**src/rtl/regfile_mp_if.sv**
```systemverilog
// Bus interface between decode/writeback and regfile_mp.
// The parity signals exist only when REGF_PARITY_EN is defined.
interface regfile_mp_if #(
  parameter int DATA_WIDTH = 32,
  parameter int NUM_REGS   = 32,
  parameter int NUM_RD     = 2
);
  localparam int AW = $clog2(NUM_REGS);

  logic                         clr_req;
  logic                         busy;
  logic                         we;
  logic [AW-1:0]                waddr;
  logic [DATA_WIDTH-1:0]        wdata;
  logic [NUM_RD*AW-1:0]         raddr;
  logic [NUM_RD*DATA_WIDTH-1:0] rdata;
  logic [NUM_REGS-1:0]          dirty;
`ifdef REGF_PARITY_EN
  logic                         par_inj;
  logic [NUM_RD-1:0]            rd_perr;
`endif

  modport master (
    output clr_req, we, waddr, wdata, raddr,
`ifdef REGF_PARITY_EN
    output par_inj,
    input  rd_perr,
`endif
    input  busy, rdata, dirty
  );

  modport slave (
    input  clr_req, we, waddr, wdata, raddr,
`ifdef REGF_PARITY_EN
    input  par_inj,
    output rd_perr,
`endif
    output busy, rdata, dirty
  );
endinterface

```
**src/rtl/regfile_mp.sv**
```systemverilog
// Parametrised multi-read-port register file with hardware clear, write bypass and dirty bits.
// Optional per-entry even parity with error injection when REGF_PARITY_EN is defined.
//
// state    | meaning
// ST_CLEAR | sequencer zeroing mem[clr_ptr], busy=1, reads forced 0
// ST_READY | normal read/write operation
module regfile_mp #(
  parameter int DATA_WIDTH = 32,
  parameter int NUM_REGS   = 32,
  parameter int NUM_RD     = 2,
  parameter int ZERO_REG   = 1
) (
  input  logic         clk,
  input  logic         rst,
  regfile_mp_if.slave  bus
);
  localparam int AW = $clog2(NUM_REGS);
  localparam logic [AW-1:0] LAST_IDX = AW'(NUM_REGS - 1);

  typedef enum logic {ST_CLEAR, ST_READY} state_e;

  state_e                st_q, st_d;
  logic [AW-1:0]         clr_ptr_q, clr_ptr_d;
  logic [DATA_WIDTH-1:0] mem_q [NUM_REGS];
  logic [NUM_REGS-1:0]   dirty_q;
  logic                  wr_valid, wr_fire, clr_go;
  logic [AW-1:0]         ra;
  logic [NUM_RD*DATA_WIDTH-1:0] rdata_c;
  logic [NUM_RD-1:0]     perr_c;

  assign wr_valid = bus.we && (int'(bus.waddr) < NUM_REGS) &&
                    !((ZERO_REG != 0) && (bus.waddr == '0));
  assign clr_go   = (st_q == ST_READY) && bus.clr_req;
  assign wr_fire  = (st_q == ST_READY) && !bus.clr_req && wr_valid;

  always_ff @(posedge clk) begin
    if (rst) begin
      st_q      <= ST_CLEAR;
      clr_ptr_q <= '0;
    end else begin
      st_q      <= st_d;
      clr_ptr_q <= clr_ptr_d;
    end
  end

  always_comb begin
    st_d      = st_q;
    clr_ptr_d = clr_ptr_q;
    case (st_q)
      ST_CLEAR: begin
        if (clr_ptr_q == LAST_IDX) begin
          st_d      = ST_READY;
          clr_ptr_d = '0;
        end else begin
          clr_ptr_d = clr_ptr_q + 1'b1;
        end
      end
      ST_READY: begin
        if (bus.clr_req) begin
          st_d      = ST_CLEAR;
          clr_ptr_d = '0;
        end
      end
      default: st_d = ST_CLEAR;
    endcase
  end

  always_comb begin
    bus.busy = (st_q == ST_CLEAR);
  end

  // Storage is never reset directly; the clear sequencer zeroes it after every reset.
  always_ff @(posedge clk) begin
    if (!rst) begin
      if (st_q == ST_CLEAR)
        mem_q[clr_ptr_q] <= '0;
      else if (wr_fire)
        mem_q[bus.waddr] <= bus.wdata;
    end
  end

  always_ff @(posedge clk) begin
    if (rst || clr_go)
      dirty_q <= '0;
    else if (wr_fire)
      dirty_q[bus.waddr] <= 1'b1;
  end

  assign bus.dirty = dirty_q;

`ifdef REGF_PARITY_EN
  logic par_q [NUM_REGS];

  always_ff @(posedge clk) begin
    if (!rst) begin
      if (st_q == ST_CLEAR)
        par_q[clr_ptr_q] <= 1'b0;
      else if (wr_fire)
        par_q[bus.waddr] <= (^bus.wdata) ^ bus.par_inj;
    end
  end

  assign bus.rd_perr = perr_c;
`endif

  always_comb begin
    rdata_c = '0;
    perr_c  = '0;
    ra      = '0;
    for (int i = 0; i < NUM_RD; i++) begin
      ra = bus.raddr[i*AW +: AW];
      if ((st_q == ST_READY) && (int'(ra) < NUM_REGS) &&
          !((ZERO_REG != 0) && (ra == '0))) begin
        if (wr_fire && (bus.waddr == ra)) begin
          rdata_c[i*DATA_WIDTH +: DATA_WIDTH] = bus.wdata;
        end else begin
          rdata_c[i*DATA_WIDTH +: DATA_WIDTH] = mem_q[ra];
`ifdef REGF_PARITY_EN
          perr_c[i] = par_q[ra] ^ (^mem_q[ra]);
`endif
        end
      end
    end
  end

  assign bus.rdata = rdata_c;
endmodule

```
**src/flat_wrapper.sv**
```systemverilog
// flat-port wrapper written by rule: the top's interface ports become plain ports
module regfile_mp_flat 
#(
  parameter int DATA_WIDTH = 32,
  parameter int NUM_REGS   = 32,
  parameter int NUM_RD     = 2,
  parameter int ZERO_REG   = 1
)
  (clk, rst, bus_clr_req, bus_we, bus_waddr, bus_wdata, bus_raddr, bus_busy, bus_rdata, bus_dirty);
  regfile_mp_if #(.DATA_WIDTH(DATA_WIDTH), .NUM_REGS(NUM_REGS), .NUM_RD(NUM_RD)) bus_i ();
  input  logic clk;
  input  logic rst;
  input wire logic [$bits(bus_i.clr_req)-1:0] bus_clr_req;
  input wire logic [$bits(bus_i.we)-1:0] bus_we;
  input wire logic [$bits(bus_i.waddr)-1:0] bus_waddr;
  input wire logic [$bits(bus_i.wdata)-1:0] bus_wdata;
  input wire logic [$bits(bus_i.raddr)-1:0] bus_raddr;
  output wire logic [$bits(bus_i.busy)-1:0] bus_busy;
  output wire logic [$bits(bus_i.rdata)-1:0] bus_rdata;
  output wire logic [$bits(bus_i.dirty)-1:0] bus_dirty;
  assign bus_i.clr_req = bus_clr_req;
  assign bus_i.we = bus_we;
  assign bus_i.waddr = bus_waddr;
  assign bus_i.wdata = bus_wdata;
  assign bus_i.raddr = bus_raddr;
  assign bus_busy = bus_i.busy;
  assign bus_rdata = bus_i.rdata;
  assign bus_dirty = bus_i.dirty;
  regfile_mp #(.DATA_WIDTH(DATA_WIDTH), .NUM_REGS(NUM_REGS), .NUM_RD(NUM_RD), .ZERO_REG(ZERO_REG)) u_core (.clk(clk), .rst(rst), .bus(bus_i));
endmodule
```
**config.mk**
```make
export PLATFORM = sky130hd
export DESIGN_NAME = regfile_mp_flat
export DESIGN_NICKNAME = d
export VERILOG_FILES = /design/src/rtl/regfile_mp_if.sv /design/src/rtl/regfile_mp.sv /design/src/flat_wrapper.sv
export SDC_FILE = /design/constraint.sdc
export NUM_CORES = 1
export LEC_CHECK = 0
export ABC_CLOCK_PERIOD_IN_PS = 4500
export CAP_MARGIN = 20
export CORE_ASPECT_RATIO = 1.25
export CORE_MARGIN = 1.5
export CORE_UTILIZATION = 33
export CTS_CLUSTER_DIAMETER = 40
export DETAILED_ROUTE_END_ITERATION = 10
export MAX_ROUTING_LAYER = met4
export PLACE_DENSITY = 0.44
export SYNTH_ARGS = -nofsm -noshare
export SYNTH_HDL_FRONTEND = slang
export SYNTH_SLANG_ARGS = --single-unit
export TNS_END_PERCENT = 100
```
**constraint.sdc**
```tcl
create_clock -name clk -period 4.5 [get_ports clk]
set_clock_uncertainty 0.05 [all_clocks]
set_input_delay 0.9 -clock clk [delete_from_list [all_inputs] [get_ports clk]]
set_output_delay 0.9 -clock clk [all_outputs]
set_load 0.01 [all_outputs]
```
* After elaboration in Yosys (flattened, before gate mapping) *
Memory sizes are Yosys's and may differ from the RTL's.
Index checks and enable logic that the tools add are counted.

word-level totals
  bits in registers = 38
  memory bits (writable) = 1024
  input port bits = 51
  output and inout port bits = 97
  word-level logic and storage cells = 53
  memories = 1

memory list
  memory        words  width  rd ports  clocked after memory_dff  write ports  line              text
  u_core.mem_q  32     32     2         0                         1            regfile_mp.sv:24  logic [DATA_WIDTH-1:0] mem_q [NUM_REGS];

operators by class
  add/sub/neg operators = 1
  order comparisons = 2
  eq/ne operators = 4
  multiplexer cells = 22
  bitwise logic cells = 2
  reduce and logical (&&, ||, !) cells = 18

operator list
  cell                                                         count
  two-way mux 32 bit                                           5
  OR 32 bit                                                    1
  OR reduction 32 bit                                          1
  zero test 5 bit                                              3
  two-way mux 5 bit                                            3
  two-way mux 1 bit                                            11
  equality test 5 bit                                          2
  case mux 5 bit (2 select lines)                              1
  logical AND 1 bit                                            9
  less-than comparator 5 x 6 -> 1 bit (second input constant)  1
  adder 5 x 1 -> 5 bit (second input constant)                 1
  demux 1 bit (select 5 bit)                                   1
  equality test 5 bit (second input constant)                  1
  >= comparator 5 x 1 -> 1 bit (second input constant)         1
  zero test 1 bit                                              4
  != test 2 bit (second input constant)                        1
  case mux 1 bit (2 select lines)                              1
  logical OR 1 bit                                             1
  NOT 1 bit                                                    1

* Depth between registers and ports, before layout *
  word-level depth = 10
  gate-level depth with buffers = 9
  depth with buffers taken out = 6

* Worst setup path after synthesis *
Ideal clock, no wire load.

  path type = input to register
  start point = input port bus_waddr[1]
  end point = memory u_core.mem_q[15][0] (enable)
  data arrival time = 3.652 ns
  data required time = 4.029 ns
  setup slack = 0.376 ns
  cell stages on the path = 7
  buffers on the path = 2
  path through = buf_2 nor4_4 a211oi_2 buf_2 mux2i_1 nand2_1 nor2_1

between the ends
  word-level cells in the longest chain between the ends = 10

ends and longest elaborated chain
  what                                                                     line                text
  start, declared                                                          flat_wrapper.sv:15  input wire logic [$bits(bus_i.waddr)-1:0] bus_waddr;
  zero test 5 bit                                                          regfile_mp.sv:32    !((ZERO_REG != 0) && (bus.waddr == '0));
  zero test 1 bit                                                          regfile_mp.sv:32
  logical AND 1 bit                                                        regfile_mp.sv:31    assign wr_valid = bus.we && (int'(bus.waddr) < NUM_REGS) &&
  logical AND 1 bit                                                        regfile_mp.sv:34    assign wr_fire = (st_q == ST_READY) && !bus.clr_req && wr_valid;
  two-way mux 1 bit                                                        regfile_mp.sv:77    else if (wr_fire)
  two-way mux 1 bit                                                        regfile_mp.sv:75    if (st_q == ST_CLEAR)
  two-way mux 1 bit                                                        regfile_mp.sv:74    if (!rst) begin
  two-way mux 1 bit (implied by the code)                                  regfile_mp.sv:78    mem_q[bus.waddr] <= bus.wdata;
  OR reduction 32 bit (no source line)                                     --
  two-way mux 5 bit (no source line) or two-way mux 1 bit (tied branches)  --
  end, declared                                                            regfile_mp.sv:24

Several ways; a longest one is shown, not always the timed one.

* Worst setup path after layout *
  start point = input port bus_waddr[0]
  end point = output port bus_rdata[41]

between the ends
  word-level cells in the longest chain between the ends = 7

ends and longest elaborated chain
  what                  line                text
  zero test 5 bit       regfile_mp.sv:32
  zero test 1 bit       regfile_mp.sv:32
  logical AND 1 bit     regfile_mp.sv:31
  logical AND 1 bit     regfile_mp.sv:34
  logical AND 1 bit *   regfile_mp.sv:114   if (wr_fire && (bus.waddr == ra)) begin
  two-way mux 32 bit *  regfile_mp.sv:114
  two-way mux 32 bit *  regfile_mp.sv:112   if ((st_q == ST_READY) && (int'(ra) < NUM_REGS) &&
  end, declared         flat_wrapper.sv:19  output wire logic [$bits(bus_i.rdata)-1:0] bus_rdata;

Mark *: on every way between the ends. The rest lies on a longest branch, timed or not.

==> metrics.yaml <==
status: "complete, but fails checks"
violations: "negative setup slack"
yosys.area.top_type: "edfxtp_1"
drv_cap: 0
die-area_um2: 152000
maxUsedRoutingLayer: "met4"
vdd_drop_max_uv: 371
cp_max_fo: 5
power.share.sequential: 0.423
fillCellCount: 13205
numPortBuffers: 147
grtUsageTotal: 0.247
synth_top_area_frac: 0.622
power_switching_mw: 5.91
area.sequential_um2: 31500
cts_inserted_buffers: 157
slew_viol_final: 0
cp-end-kind: "output port"
rsz0062_at_grt: "true"
synthCells: 2755
grt_max_degree: 45
yosys.cell_count.top_type: "edfxtp_1"
worst-endpoint-arrival_ps: 3570
place.detailed.hpwl_mm: 119
slew-limit-headroom: 0.307
whs_ps: 382
synth_seq_cells: 1062
syn-num-nets: 2808
period_share: 1.00
crit_required_ps: 3550
row_count: 158
min_period_ps: 4520
ctsHoldBuffers: 0
wl_met2_mm: 89.4
multi_input_area_um2: 17500
clkSinkCount: 1062
yosysSeqAreaShare: 0.637
clock_latency_ps: 780
synthArstFlopShare: 0
p_int_mw: 19.6
overflow: 0
p_comb_frac: 0.072
clk_pin_slew_worst_paths_ps: 60
place_congestion: 0.872
worstRegToRegCells: 7
wl_per_cell_um: 34.2
grt_pass1_wl_mm: 256
worst_slew_pin_slew_ps: 1040
ys_warn_count: 0
synth_edf_count: 1024
die_w_um: 349
cts_htree_levels: 4
drtPass1Iterations: 5
setup_slack_ps: -16.5
hold_violations: 0
fin_cells: 5377
wirelength_mm: 184
powerDensity_nw_per_um2: 403
crit_start: "bus_waddr[0]"
die_h_um: 436
synth-compound-area-share: 0.0948
clkPwrFrac: 0.505
first_global_vias: 33313
ctsLongestPathBuffers: 3
area_growth_syn_to_layout_pct: 28.0
cts.root.buffer_cell: "clkbuf_16"
max_freq_ghz: 0.221
placed_cells: 5073
synth_commonest_cells: "1,024 x edfxtp_1, 384 x mux4_2, 259 x mux2i_1, 192 x a22oi_1, 166 x a21oi_1"
drive_gt1_frac: 0.346
synth_fa_ha_area_frac: 0.000506
nets: 3299
antenna_found_initial: 6
pre_cts_slack_ps: -343
hold_path_class: "flop to flop"
drc: 0
wl_met1_mm: 76.1
start_util: 0.333
setup_violations: 1
ant_nets: 0
wl_met3_mm: 11.6
drtIter0Drc: 3229
crit_path_start_kind: "input pin"
ys.flop_type: "edfxtp_1"
regToRegStartpoint: "u_core.st_q"
synth_area_um2: 49500
synth_cell_types: 43
cts_tree: "built"
synth_simple_gate_area_share: 0.0168
synth_xor_area_frac: 0.00177
path_class: "input pin to output port"
switching_share: 0.232
min_path_cells: 2
coreArea_um2: 149000
avgViaCountPerCell: 5.92
syn_area_per_cell_um2: 18.0
pin_count: 148
synth_top_family_by_area: "multiplexers"
muxShareOfSynthArea: 0.227
finalCoreUtilization: 0.426
hold_start: "u_core.bus.dirty[0]"
synthTopCellsByArea: "edfxtp_1 62%, mux4_2 17%, mux2i_1 5.2%"
p_leak_nw: 20.7
vias: 31824
==> layout by cell type, fill, tap and decap left out, types with 6 or more instances in the layout <==
master,Yosys,layout
clkinv_1,0,14
a21oi_2,0,10
dfxtp_1,38,37
bufinv_16,0,24
dlymetal6s2s_1,0,21
nor2_4,0,36
inv_8,0,10
a21oi_1,166,154
nor2_1,82,47
mux2i_1,259,259
clkinv_2,0,19
clkbuf_16,0,162
clkdlybuf4s50_1,0,102
and2_1,34,32
a22oi_2,0,10
dlygate4sd2_1,0,16
buf_6,2,8
clkbuf_1,108,13
nand2_1,16,14
clkinvlp_4,0,9
mux4_2,384,384
inv_6,0,19
a221oi_2,0,6
o21bai_1,64,64
nor3_1,9,8
buf_12,0,130
edfxtp_1,1024,1024
buf_4,19,275
a311o_1,64,63
a221oi_1,128,122
clkinv_4,0,14
a22oi_1,192,182
==> sequential cells by signal, indices dropped and copies added (netlist names) <==
register	count
u_core.bus.dirty	32
u_core.mem_q	1024
u_core.clr_ptr_q	5
u_core.st_q	1
==> routing by layer <==
metal,vias to the layer above,track usage
met5,-,-
met4,0,0.0946
met3,350,0.0396
met2,1461,0.392
met1,17048,0.320
li1,12965,-
==> critical path, cell delays in order <==
cell,delay [ps]
clkdlybuf4s50_1,500
buf_6,170
xnor2_4,140
nand3_2,150
buf_4,170
o31ai_4,270
buf_12,200
buf_4,150
a21oi_1,40
buf_4,130
a311o_2,390
dlygate4sd2_1,320
==> cell type report <==
type,instances,share of cell area
antenna,2,0.0000790
timing repair buffer,562,0.100
sequential,1062,0.497
tap,2000,0.0395
inverter,7,0.000415
clock buffer,176,0.0648
clock inverter,112,0.0219
multi-input combinational,1456,0.276
==> power groups by stage <==
stage	logic, mW	registers [mW]	clock network [mW]
floorplan	0.925	11.0	0
global placement	1.82	11.0	0
detailed placement	1.81	11.0	0
CTS	1.83	10.8	13.1
global route	1.91	10.8	13.5
finish	1.84	10.8	12.9
==> metrics by stage <==
stage	setup TNS, ps	area (um^2)	power [mW]
detailed placement	-7390	57400	12.8
CTS	-5.70	63100	25.7
finish	-16.5	63300	25.5
global placement	-5220	57400	12.8
global route	-94.7	63300	26.2
floorplan	0	49500	11.9
==> cells by family after synthesis <==
logic type | count (synthesis)
compound gates | 630
xor+xnor | 10
fa+ha+maj | 2
buf+inv | 237
flops | 1062
mux | 644
simple gates | 170
==> worst paths after layout <==
path | to | slack (ps)
min | u_core.bus.dirty[0] | 380
max | bus_rdata[41] | -20
max reg2reg | u_core.mem_q[23][10] | 1110
min reg2reg | u_core.bus.dirty[0] | 380
==> repair_timing <==
action                     CTS  global route
pin swaps                    5             3
buffers inserted             8             4
setup endpoints to repair   64            49
resized for setup           45            45
cloned                       1             1
Note: power is estimated with default switching activity, not from simulation.
